File: src/rtl/wb_retire_trace.sv
// Writeback retire stage: drives the regfile write port and queues committed
// GPR writes into a small FIFO feeding the debug trace port (1-cycle latency).
module wb_retire_trace #(
  parameter int DEPTH       = 4,
  parameter int FILTER_ZERO = 1
) (
  input  logic                       clk_i,
  input  logic                       rst_i,
  input  logic                       WB_Valid_i,
  input  logic [31:0]                WB_PC_i,
  input  logic [4:0]                 WB_Dst_i,
  input  logic [31:0]                WB_Result_i,
  input  logic                       WB_RFWr_i,
  input  logic                       Trace_Ready_i,
  output logic                       RF_Wr_o,
  output logic [4:0]                 RF_Dst_o,
  output logic [31:0]                RF_Data_o,
  output logic                       WB_TraceStall_o,
  output logic [31:0]                debug_wb_pc_o,
  output logic [3:0]                 debug_wb_rf_wen_o,
  output logic [4:0]                 debug_wb_rf_wnum_o,
  output logic [31:0]                debug_wb_rf_wdata_o,
  output logic [$clog2(DEPTH):0]     Trace_Count_o,
  output logic                       Trace_Overflow_o
);

  localparam int PW = $clog2(DEPTH);
  localparam int CW = PW + 1;

  typedef struct packed {
    logic [31:0] pc;
    logic        wen;
    logic [4:0]  dst;
    logic [31:0] data;
  } entry_t;

  entry_t          mem_q [DEPTH];
  logic [PW-1:0]   wr_ptr_q, wr_ptr_d;
  logic [PW-1:0]   rd_ptr_q, rd_ptr_d;
  logic [CW-1:0]   count_q, count_d;
  logic            ovf_q, ovf_d;

  logic            real_wr;
  logic            qualifies;
  logic            full;
  logic            empty;
  logic            push;
  logic            pop;
  entry_t          new_entry;
  entry_t          head;

  assign real_wr   = WB_RFWr_i & (WB_Dst_i != 5'd0);
  assign qualifies = (FILTER_ZERO != 0) ? real_wr : 1'b1;
  assign full      = (count_q == CW'(DEPTH));
  assign empty     = (count_q == '0);

  // Stall is a function of occupancy and the sink only, so it cannot form a
  // combinational loop with the upstream valid.
  assign WB_TraceStall_o = full & ~Trace_Ready_i;

  assign push = WB_Valid_i & ~WB_TraceStall_o & qualifies;
  assign pop  = ~empty & Trace_Ready_i;

  assign RF_Wr_o   = WB_Valid_i & ~WB_TraceStall_o & real_wr;
  assign RF_Dst_o  = WB_Dst_i;
  assign RF_Data_o = WB_Result_i;

  always_comb begin
    new_entry      = '0;
    new_entry.pc   = WB_PC_i;
    new_entry.wen  = real_wr;
    new_entry.dst  = WB_Dst_i;
    new_entry.data = WB_Result_i;
  end

  always_comb begin
    head = '0;
    if (!empty) head = mem_q[rd_ptr_q];
  end

  assign debug_wb_pc_o       = head.pc;
  assign debug_wb_rf_wen_o   = {4{head.wen}};
  assign debug_wb_rf_wnum_o  = head.dst;
  assign debug_wb_rf_wdata_o = head.data;
  assign Trace_Count_o       = count_q;
  assign Trace_Overflow_o    = ovf_q;

  always_comb begin
    wr_ptr_d = wr_ptr_q;
    rd_ptr_d = rd_ptr_q;
    count_d  = count_q + CW'(push) - CW'(pop);
    ovf_d    = ovf_q;
    if (push) wr_ptr_d = wr_ptr_q + PW'(1);
    if (pop)  rd_ptr_d = rd_ptr_q + PW'(1);
    // Raw valid: upstream drove a qualifying retire straight through the stall.
    if (WB_Valid_i && qualifies && full && !Trace_Ready_i) ovf_d = 1'b1;
  end

  always_ff @(posedge clk_i) begin
    if (!rst_i) begin
      wr_ptr_q <= '0;
      rd_ptr_q <= '0;
      count_q  <= '0;
      ovf_q    <= 1'b0;
    end else begin
      wr_ptr_q <= wr_ptr_d;
      rd_ptr_q <= rd_ptr_d;
      count_q  <= count_d;
      ovf_q    <= ovf_d;
    end
  end

  // Storage needs no reset: the head is masked to zero while empty.
  always_ff @(posedge clk_i) begin
    if (rst_i && push) mem_q[wr_ptr_q] <= new_entry;
  end

endmodule
File: config.mk
export PLATFORM = sky130hd
export DESIGN_NAME = wb_retire_trace
export DESIGN_NICKNAME = d
export VERILOG_FILES = /design/src/rtl/wb_retire_trace.sv
export SDC_FILE = /design/constraint.sdc
export NUM_CORES = 1
export LEC_CHECK = 0
export CAP_MARGIN = 20
export CORE_AREA = 2 2 150 152
export DETAILED_ROUTE_END_ITERATION = 6
export DIE_AREA = 0 0 152 154
export PLACE_DENSITY_LB_ADDON = 0.3
export SYNTH_ARGS = -nofsm -noshare
export SYNTH_HDL_FRONTEND = slang
export SYNTH_SLANG_ARGS = --single-unit
File: constraint.sdc
create_clock -name clk_i -period 4.55 [get_ports clk_i]
set_input_delay 1.1375 -clock clk_i [delete_from_list [all_inputs] [get_ports clk_i]]
set_output_delay 1.1375 -clock clk_i [all_outputs]
set_load 0.01 [all_outputs]
==> results of run 1 <==
synth_stat cells (5+ instances only):
cell type | count | area share, %
sky130_fd_sc_hd__buf_6 | 7 | 0.69
sky130_fd_sc_hd__ha_1 | 6 | 0.66
sky130_fd_sc_hd__mux4_2 | 70 | 14
sky130_fd_sc_hd__buf_2 | 7 | 0.31
sky130_fd_sc_hd__buf_4 | 41 | 2.7
sky130_fd_sc_hd__clkbuf_1 | 8 | 0.26
sky130_fd_sc_hd__nor2b_1 | 73 | 4.0
sky130_fd_sc_hd__edfxtp_1 | 280 | 74
sky130_fd_sc_hd__dfxtp_1 | 10 | 1.8
sky130_fd_sc_hd__inv_1 | 7 | 0.23
sky130_fd_sc_hd__nand2_1 | 5 | 0.16
sky130_fd_sc_hd__and3_1 | 5 | 0.27
where the power goes:
| part | internal [mW] | leakage (nW) | total (mW) | switching, mW |
|---|---|---|---|---|
| logic | 1.24 | 1.48 | 2.18 | 0.937 |
| registers | 3.00 | 2.61 | 3.10 | 0.0972 |
| clock network | 1.33 | 0.440 | 2.23 | 0.905 |
| total | 5.57 | 4.53 | 7.51 | 1.94 |
routing by layer:
metal  GRT usage, %  vias to the layer above
met5              0                        -
met4          3.160                        0
met3          3.326                       15
met2          31.75                      174
met1          24.39                     2791
li1               -                     2441
logic make-up (layout without fill, tap and decap cells):
kind of cell,count (synthesis),in the layout
simple gates,89,89
compound gates,5,5
fa+ha+maj,7,7
other cells,0,1
mux,72,72
buf+inv,71,259
xor+xnor,4,4
flops,290,290
final timing paths:
kind                                  startpoint                 endpoint
worst min register to register  Trace_Overflow_o         Trace_Overflow_o
worst max register to register  Trace_Count_o[1]         Trace_Count_o[2]
worst max-delay path                    register  debug_wb_rf_wdata_o[14]
worst min-delay path            Trace_Overflow_o         Trace_Overflow_o
registers in the layout, indices dropped and copies added (netlist names), named ones only:
register / count
Trace_Count_o: 3
Trace_Overflow_o: 1
mem_q: 280
rd_ptr_q: 2
wr_ptr_q: 2
final cells by class:
type                       instances  area, µm²  area share [%]
tap                              280      350.3           2.452
antenna                            1      2.502         0.01752
timing repair buffer             202       2052           14.36
sequential                       290       8616           60.31
clock buffer                      35      748.2           5.237
inverter                           7      26.28          0.1839
multi-input combinational        177       2349           16.44
clock inverter                    15      142.6          0.9984
cell usage in the layout, fill, tap and decap left out, drive strengths merged, types with 2 or more instances in the layout:
cell type	n
and2	3
and3	5
buf	13
bufinv	3
clkbuf	35
clkdlybuf4s50	189
clkinv	12
dfxtp	10
edfxtp	280
ha	6
inv	7
mux2i	2
mux4	70
nand2	5
nor2b	73
xnor2	3
stage by stage:
stage               hold slack (ns)  cell area, µm²  total power, mW
global placement             0.4698           13390            5.354
detailed placement           0.4728           13390            5.375
floorplan                    0.4677           11410            4.345
global route                 0.5125           14280            7.843
finish                       0.4841           14290            7.509
CTS                          0.4897           14280            7.618
critical path, delay by kind of cell, from the launching register on:
| kind | cells | cell delay (ns) |
|---|---|---|
| AND/OR/NAND/NOR | 1 | 0.17 |
| buffers and inverters | 2 | 0.99 |
| flip-flops | 1 | 0.57 |
| multiplexers | 1 | 0.56 |
==> results summary, run 1 <==
The run finished with clean final reports. The worst ir drop on vdd came out at 0.3336 mV. The relative slew slack is 60.67%.

The ratio of cells with drive above 1 in the final layout is 17.91%. The initial cell density of the core came out at 52.62%. The cell total after placement is 956.

The number of max-slew violations in the final report came to 0. The detailed router used layers up to and including met4. The number of H-tree levels is 1.

For this design, the slowest cell found on the critical path is sky130_fd_sc_hd__dfxtp_4. The share of synthesized area occupied by flip-flops and latches came out at 75.42%. After synthesis, the largest family of logic cells by area is multiplexers. Counting instances, the worst hold path has a depth of 1. The static leakage power came out at 4.529 nW. Among all flip-flop cells after synthesis, the most frequent one is sky130_fd_sc_hd__edfxtp_1. The number of gates resized after cts is 0. The largest stage delay on the critical path came out at 0.57 ns. The total I/O pin count came out at 190. The yosys synthesis warning count came out at 0.

The synthesized instance count came out at 538. From left edge to right edge, the die measures 152 µm. The clock period could shrink to 3.956 ns. The final net count is 788.

The routability congestion estimate came out at 0.7368. The routed wire length per instance came out at 21.09 µm. After detailed routing, the number of remaining DRC violations is 0.

The number of clock buffers inserted by TritonCTS is 29. The max-capacitance violation count came out at 0. The cell depth of the worst flop-to-flop path is 10. The largest net degree at the start of global routing came out at 57. The number of global-route vias before repair is 5,848. The signal on the critical path passes through buf_4, mux4_2, nor2b_1, clkdlybuf4s50_1. The synthesized netlist occupies a cell area of 0.01141 mm².

For this block, the routed nets add up to 21,240 µm of wire. The top fanout value on the critical path is 22. The number of synthesized register bits is 290. The clock arrives with 0.01177 ns of skew. The number of synthesized flops with an enable pin is 280. After the flow finishes, the layout carries non-filler instances totaling 1,007. At the pin with the least slew margin, the transition time is 0.5847 ns. The count of input and output buffers is 189. The post-synthesis to final-layout area growth is 25.17%.

The async set-reset flop share out of synthesis is 0%. The antenna violation net count after detailed routing came out at 0. The clock passes through at most 3 buffers. The number of vias after detailed routing is 5,421. The buffers inserted during post-CTS setup optimization is 0. Setup repair after global routing left no endpoint under its margin.

The tightest min-delay check is of the register to register type. After floorplanning, the core was divided into 54 placement rows. The final setup violation count came out at 0. The final critical-path setup slack is 0.5938 ns. Measured on the finished design, the core utilization comes to 65.87%. The power density normalized to cell area is 525.6 mW/mm². The first routing iteration left 335 violations. The global router's overall resource usage is 18.12%.

The number of antenna violations at the first check in global routing is 0. The pre-CTS setup slack is 0.6629 ns. The count of fill cells added during filler insertion came out at 1,395. The data required time at the worst endpoint is 3.41 ns. Clock-pin slew was measured on the worst setup and hold paths at 0.06 ns. The latest clock arrival within the worst-skew pair came out at 0.52 ns. The floorplan step defined a core boundary enclosing 0.02169 mm².

By startpoint and endpoint, the worst setup path is classified as register to output port. The fraction of the mapped netlist area in compound gates came out at 0.3947%. After routing, the total negative slack on setup checks comes to 0 ns.

The die area came out at 0.02341 mm². The net count after synthesis is 619. The die height came out at 154 µm. The worst-case register-to-register setup slack came out at 2.18 ns.

TritonCTS built the clock tree. The synthesized area divided by synthesized cell count is 21.21 µm². The amount of wire on met2 after detailed routing is 11,020 µm. The worst setup path is launched from a register.

The share of the synthesized netlist area taken by xor and xnor gates came out at 0.3070%. The part of the cycle the worst path needs came out at 86.95%. The iteration count of the initial detailed-routing pass is 4. Wire segments on met3 add up to 1330 µm in the final route. The data arrival time of the critical path is 2.82 ns. Summing the areas of all and, or, nand and nor instances in the mapped netlist gives 4.834% of the synthesized area.

Based on the critical path, the design can be clocked at up to 252.8 MHz. The routed metal-1 wirelength came out at 8723 µm. Yosys mapped the design onto 26 distinct sky130hd cell types.

The total congestion overflow came out at 0. The first global-routing pass estimated 33,160 µm of wire. The via density per instance is 5.383. The tree built by TritonCTS fans out to 290 sinks. Clock tree synthesis selected as its root buffer the cell sky130_fd_sc_hd__clkbuf_16. After legalization and detailed placement, the total HPWL measured 12,750 µm. Of the total synthesized cell area, the portion taken by full adders, half adders and majority gates is 0.8332%. Of the post-synthesis cell area, the part taken by muxes is 13.99%.

The final number of hold-violating endpoints is 0. The number of hold buffers added after CTS is 0. STA classifies the critical path endpoint as an output port.
No activity file was read; power rests on OpenSTA's default activity.
==> run 2: changes to the inputs <==
--- a/config.mk
+++ b/config.mk
@@ -5,6 +5,7 @@
 export SDC_FILE = /design/constraint.sdc
 export NUM_CORES = 1
 export LEC_CHECK = 0
+export ABC_CLOCK_PERIOD_IN_PS = 4550
 export CAP_MARGIN = 20
 export CORE_AREA = 2 2 150 152
 export DETAILED_ROUTE_END_ITERATION = 6
==> results of run 2 <==
Final layout, timing and power as in run 1 (identical DEF).
==> run 3: changes to the inputs <==
--- a/config.mk
+++ b/config.mk
@@ -5,11 +5,11 @@
 export SDC_FILE = /design/constraint.sdc
 export NUM_CORES = 1
 export LEC_CHECK = 0
-export ABC_CLOCK_PERIOD_IN_PS = 4550
+export ABC_CLOCK_PERIOD_IN_PS = 5100
 export CAP_MARGIN = 20
-export CORE_AREA = 2 2 150 152
+export CORE_AREA = 2 2 148 150
 export DETAILED_ROUTE_END_ITERATION = 6
-export DIE_AREA = 0 0 152 154
+export DIE_AREA = 0 0 150 152
 export PLACE_DENSITY_LB_ADDON = 0.3
 export SYNTH_ARGS = -nofsm -noshare
 export SYNTH_HDL_FRONTEND = slang
==> constraint.sdc (replaced) <==
create_clock -name clk_i -period 5.1 [get_ports clk_i]
set_input_delay 1.275 -clock clk_i [delete_from_list [all_inputs] [get_ports clk_i]]
set_output_delay 1.275 -clock clk_i [all_outputs]
set_load 0.01 [all_outputs]
==> run 3 against run 2 <==
Effect of this change: clock skew fell by 0.0033 ns; core utilization up 1.1 points; count of clock-buffer cells in the layout is 5 higher; global-route usage rose by 0.25 points; sequential share of layout area down 0.053 points; worst hold slack improved by 0.025 ns; critical path depth grew 1; combinational power decreased by 13%; highest routed layer unchanged.
==> results summary, run 3 (synthesized netlist as in run 1, its figures left out) <==
The count of input and output buffers came out at 189 (unchanged). The routability congestion estimate is 0.7604 (+3.2%). The data arrival time of the critical path is 3.09 ns (+0.27 ns). The buffers plus inverters on the worst setup path came out at 3 (+1).

The latest clock arrival within the worst-skew pair was 0.52 ns (about the same). The number of gates resized after cts was 0 (unchanged). The largest net degree at the start of global routing is 71 (+25%).

The floorplan row count came out at 54 (unchanged). The total congestion overflow came out at 0 (unchanged). The top fanout value on the critical path came to 8 (-64%). The data required time at the worst endpoint is 3.83 ns (+0.42 ns). The antenna violation net count after detailed routing came to 0 (unchanged).

The summed negative setup slack over all endpoints is 0 ns (unchanged). The via density per instance is 5.399 (+0.29%). The buffer levels on the longest clock path is 3 (unchanged).

The number of H-tree levels is 1 (unchanged). The nature of the critical path endpoint is an output port. Leaving out fill and tap cells, the most frequent cell in the layout is sky130_fd_sc_hd__edfxtp_1.

The highest clock frequency the design can meet is 229.1 MHz. The total I/O pin count is 190 (unchanged). The flip-flop count of the largest register after layout is 280 (unchanged). The area of the multi-input gates came out at 0.002349 mm² (unchanged). The worst hold-check path type is register to register. The HPWL after detailed placement is 12,080 µm (-5.2%).

The static leakage power is 4.516 nW (-0.30%). The run finished with clean final reports. The cell depth of the worst flop-to-flop path is 10 (unchanged). The floorplan die width was 150 µm (-1.3%).

The die height came to 152 µm (-1.3%). The number of vias after detailed routing is 5,426 (+0.092%). The measured slew at the worst slew-check pin came out at 0.8624 ns (+0.2777 ns). The TritonCTS clock tree is built.

Broken down by cell family, the worst path's largest delay share belongs to buffers and inverters. The worst clock skew on the final layout is 0.008469 ns (-0.003298 ns). Tracing the worst setup path back leads to its startpoint at WB_Dst_i[0]. The number of hold buffers added after CTS is 0 (unchanged). The power density normalized to cell area came out at 470.4 mW/mm² (-11%). The global router's overall resource usage was 18.37% (+0.25 points).

The iteration count of the initial detailed-routing pass is 4 (unchanged). Setup repair after global routing left no endpoint under its margin. The final routed wirelength across all metal layers came out at 20,590 µm (-3.1%). The largest register by flop count is mem_q. The largest stage delay on the critical path is 0.50 ns (-0.07 ns). The initial cell density of the core came to 53.46% (+0.83 points). The routed wire length per instance was 20.48 µm (-2.9%). The depth of the worst hold-timing path is 2 (+1). The relative slew slack came out at 42.51% (-18 points). For this design, the slowest cell found on the critical path is sky130_fd_sc_hd__clkdlybuf4s50_1.

The worst register-to-register path begins at Trace_Count_o[1]. The area of all sequential standard cells is 0.008616 mm² (unchanged). The number of clock buffers inserted by TritonCTS is 28 (-3.4%). The buffers inserted during post-CTS setup optimization is 0 (unchanged).

The number of global-route vias before repair came out at 5,924 (+1.3%). The worst-case register-to-register setup slack is 2.75 ns (+0.57 ns). The final net count came to 784 (-0.51%). The post-synthesis to final-layout area growth was 25.28% (about the same). The number of antenna violations at the first check in global routing came out at 0 (unchanged).

The max-capacitance violation count is 0 (unchanged). The clock-pin slew on the worst setup and hold paths came out at 0.06 ns (about the same). Leaving out fill and tap cells, the most frequent cells in the layout are 280 x sky130_fd_sc_hd__edfxtp_1, 189 x sky130_fd_sc_hd__clkdlybuf4s50_1, 73 x sky130_fd_sc_hd__nor2b_1.

The wire length of the first global-routing pass is 32,110 µm (-3.2%). The final number of hold-violating endpoints came to 0 (unchanged). The dominant cell type by count on the critical path is sky130_fd_sc_hd__clkdlybuf4s50_1.

The post-route DRC violation count came out at 0 (unchanged). The iteration-0 DRC count of the detailed router came out at 247 (-26%). The worst ir drop on vdd is 0.2942 mV (-12%). The number of max-slew violations in the final report is 0 (unchanged). The ratio of cells with drive above 1 in the final layout is 17.38% (-0.53 points). Subtracting the final worst setup slack from the clock period gives 4.364 ns. The clock net sink count is 290 (unchanged). The number of antenna diodes is 0 (-1).

The count of fill cells added during filler insertion was 1,393 (-0.14%). Walking the worst path, the cells encountered are clkdlybuf4s50_1, nor4_1, a211oi_2, buf_4, clkdlybuf4s50_1. The cell sitting at the root of the clock tree is a sky130_fd_sc_hd__clkbuf_16. The type of the setup path with the least slack is primary input to output port. The hold path startpoint is wr_ptr_q[1]. The endpoint of the worst-slack reg-to-reg timing path is Trace_Count_o[2]. The final critical-path setup slack is 0.7359 ns (+0.1421 ns). The part of the cycle the worst path needs came out at 85.57%. The end point of the worst hold path is wr_ptr_q[1]. The final setup violation count is 0 (unchanged). The placeable core region came to 0.02135 mm² (-1.6%). The die area came to 0.02280 mm² (-2.6%). The pre-CTS setup slack is 0.7423 ns (+0.07938 ns). STA classifies the critical path startpoint as a primary input.
run 3: changes by cell type in the layout (fill, tap and decap cells not counted), sizes merged:
cell | before | now
clkbuf | 35 | 40
clkinvlp | 0 | 2
diode | 1 | 0
buf | 13 | 10
clkinv | 12 | 7
run 3: worst max path at each step:
stage                   to  slack (ns)  cells after the start
6_report           RF_Wr_o        0.74                      5
5_1_grt            RF_Wr_o        0.55                      5
4_1_cts            RF_Wr_o        0.74                      5
3_3_place_gp       RF_Wr_o        0.77                      5
3_5_place_dp       RF_Wr_o        0.74                      5
2_1_floorplan  mem_q[3][0]        1.04                      3
run 3: metrics by stage:
step	total power, mW	area [µm²]	utilization [%]	hold slack (ns)	instances
floorplan	3.876	11410	-	0.4677	538
global placement	4.755	13370	62.62	0.4699	953
detailed placement	4.782	13370	62.62	0.4967	953
CTS	6.818	14300	66.97	0.5040	1005
global route	7.019	14300	66.97	0.5286	1005
finish	6.726	14300	66.97	0.5091	1005
run 3: cell type report:
class                   instances  share of cell area [%]
multi-input cells             177                   16.42
repair buffers                199                   14.19
well taps                     280                   2.450
inverters                       7                  0.1838
clock buffers                  40                   5.574
flip-flops and latches        290                   60.26
clock inverters                12                  0.9188
run 3: worst reg2reg max path, cell delays in order, from the launching register on:
cell	delay (ns)
sky130_fd_sc_hd__dfxtp_1	0.40
sky130_fd_sc_hd__o31ai_1	0.38
sky130_fd_sc_hd__inv_1	0.09
sky130_fd_sc_hd__ha_1	0.29
sky130_fd_sc_hd__inv_1	0.06
sky130_fd_sc_hd__ha_1	0.14
sky130_fd_sc_hd__inv_1	0.05
sky130_fd_sc_hd__fa_1	0.40
sky130_fd_sc_hd__xnor2_1	0.15
sky130_fd_sc_hd__xnor2_1	0.14
sky130_fd_sc_hd__and2_1	0.15
run 3: metal layers:
layer  share of wire [%]  track usage, %  vias to the layer above
li1                    -               -                     2436
met5                   0               0                        -
met1                  39           22.70                     2795
met2                  54           33.07                      159
met4                 2.1           5.346                        0
met3                 4.8           3.303                       36
run 3: report_power, final:
group / switching (mW) / internal, mW / total, mW
Combinational: 0.805 / 1.10 / 1.90
Sequential: 0.113 / 2.68 / 2.79
Clock: 0.799 / 1.23 / 2.03
Total: 1.72 / 5.01 / 6.73
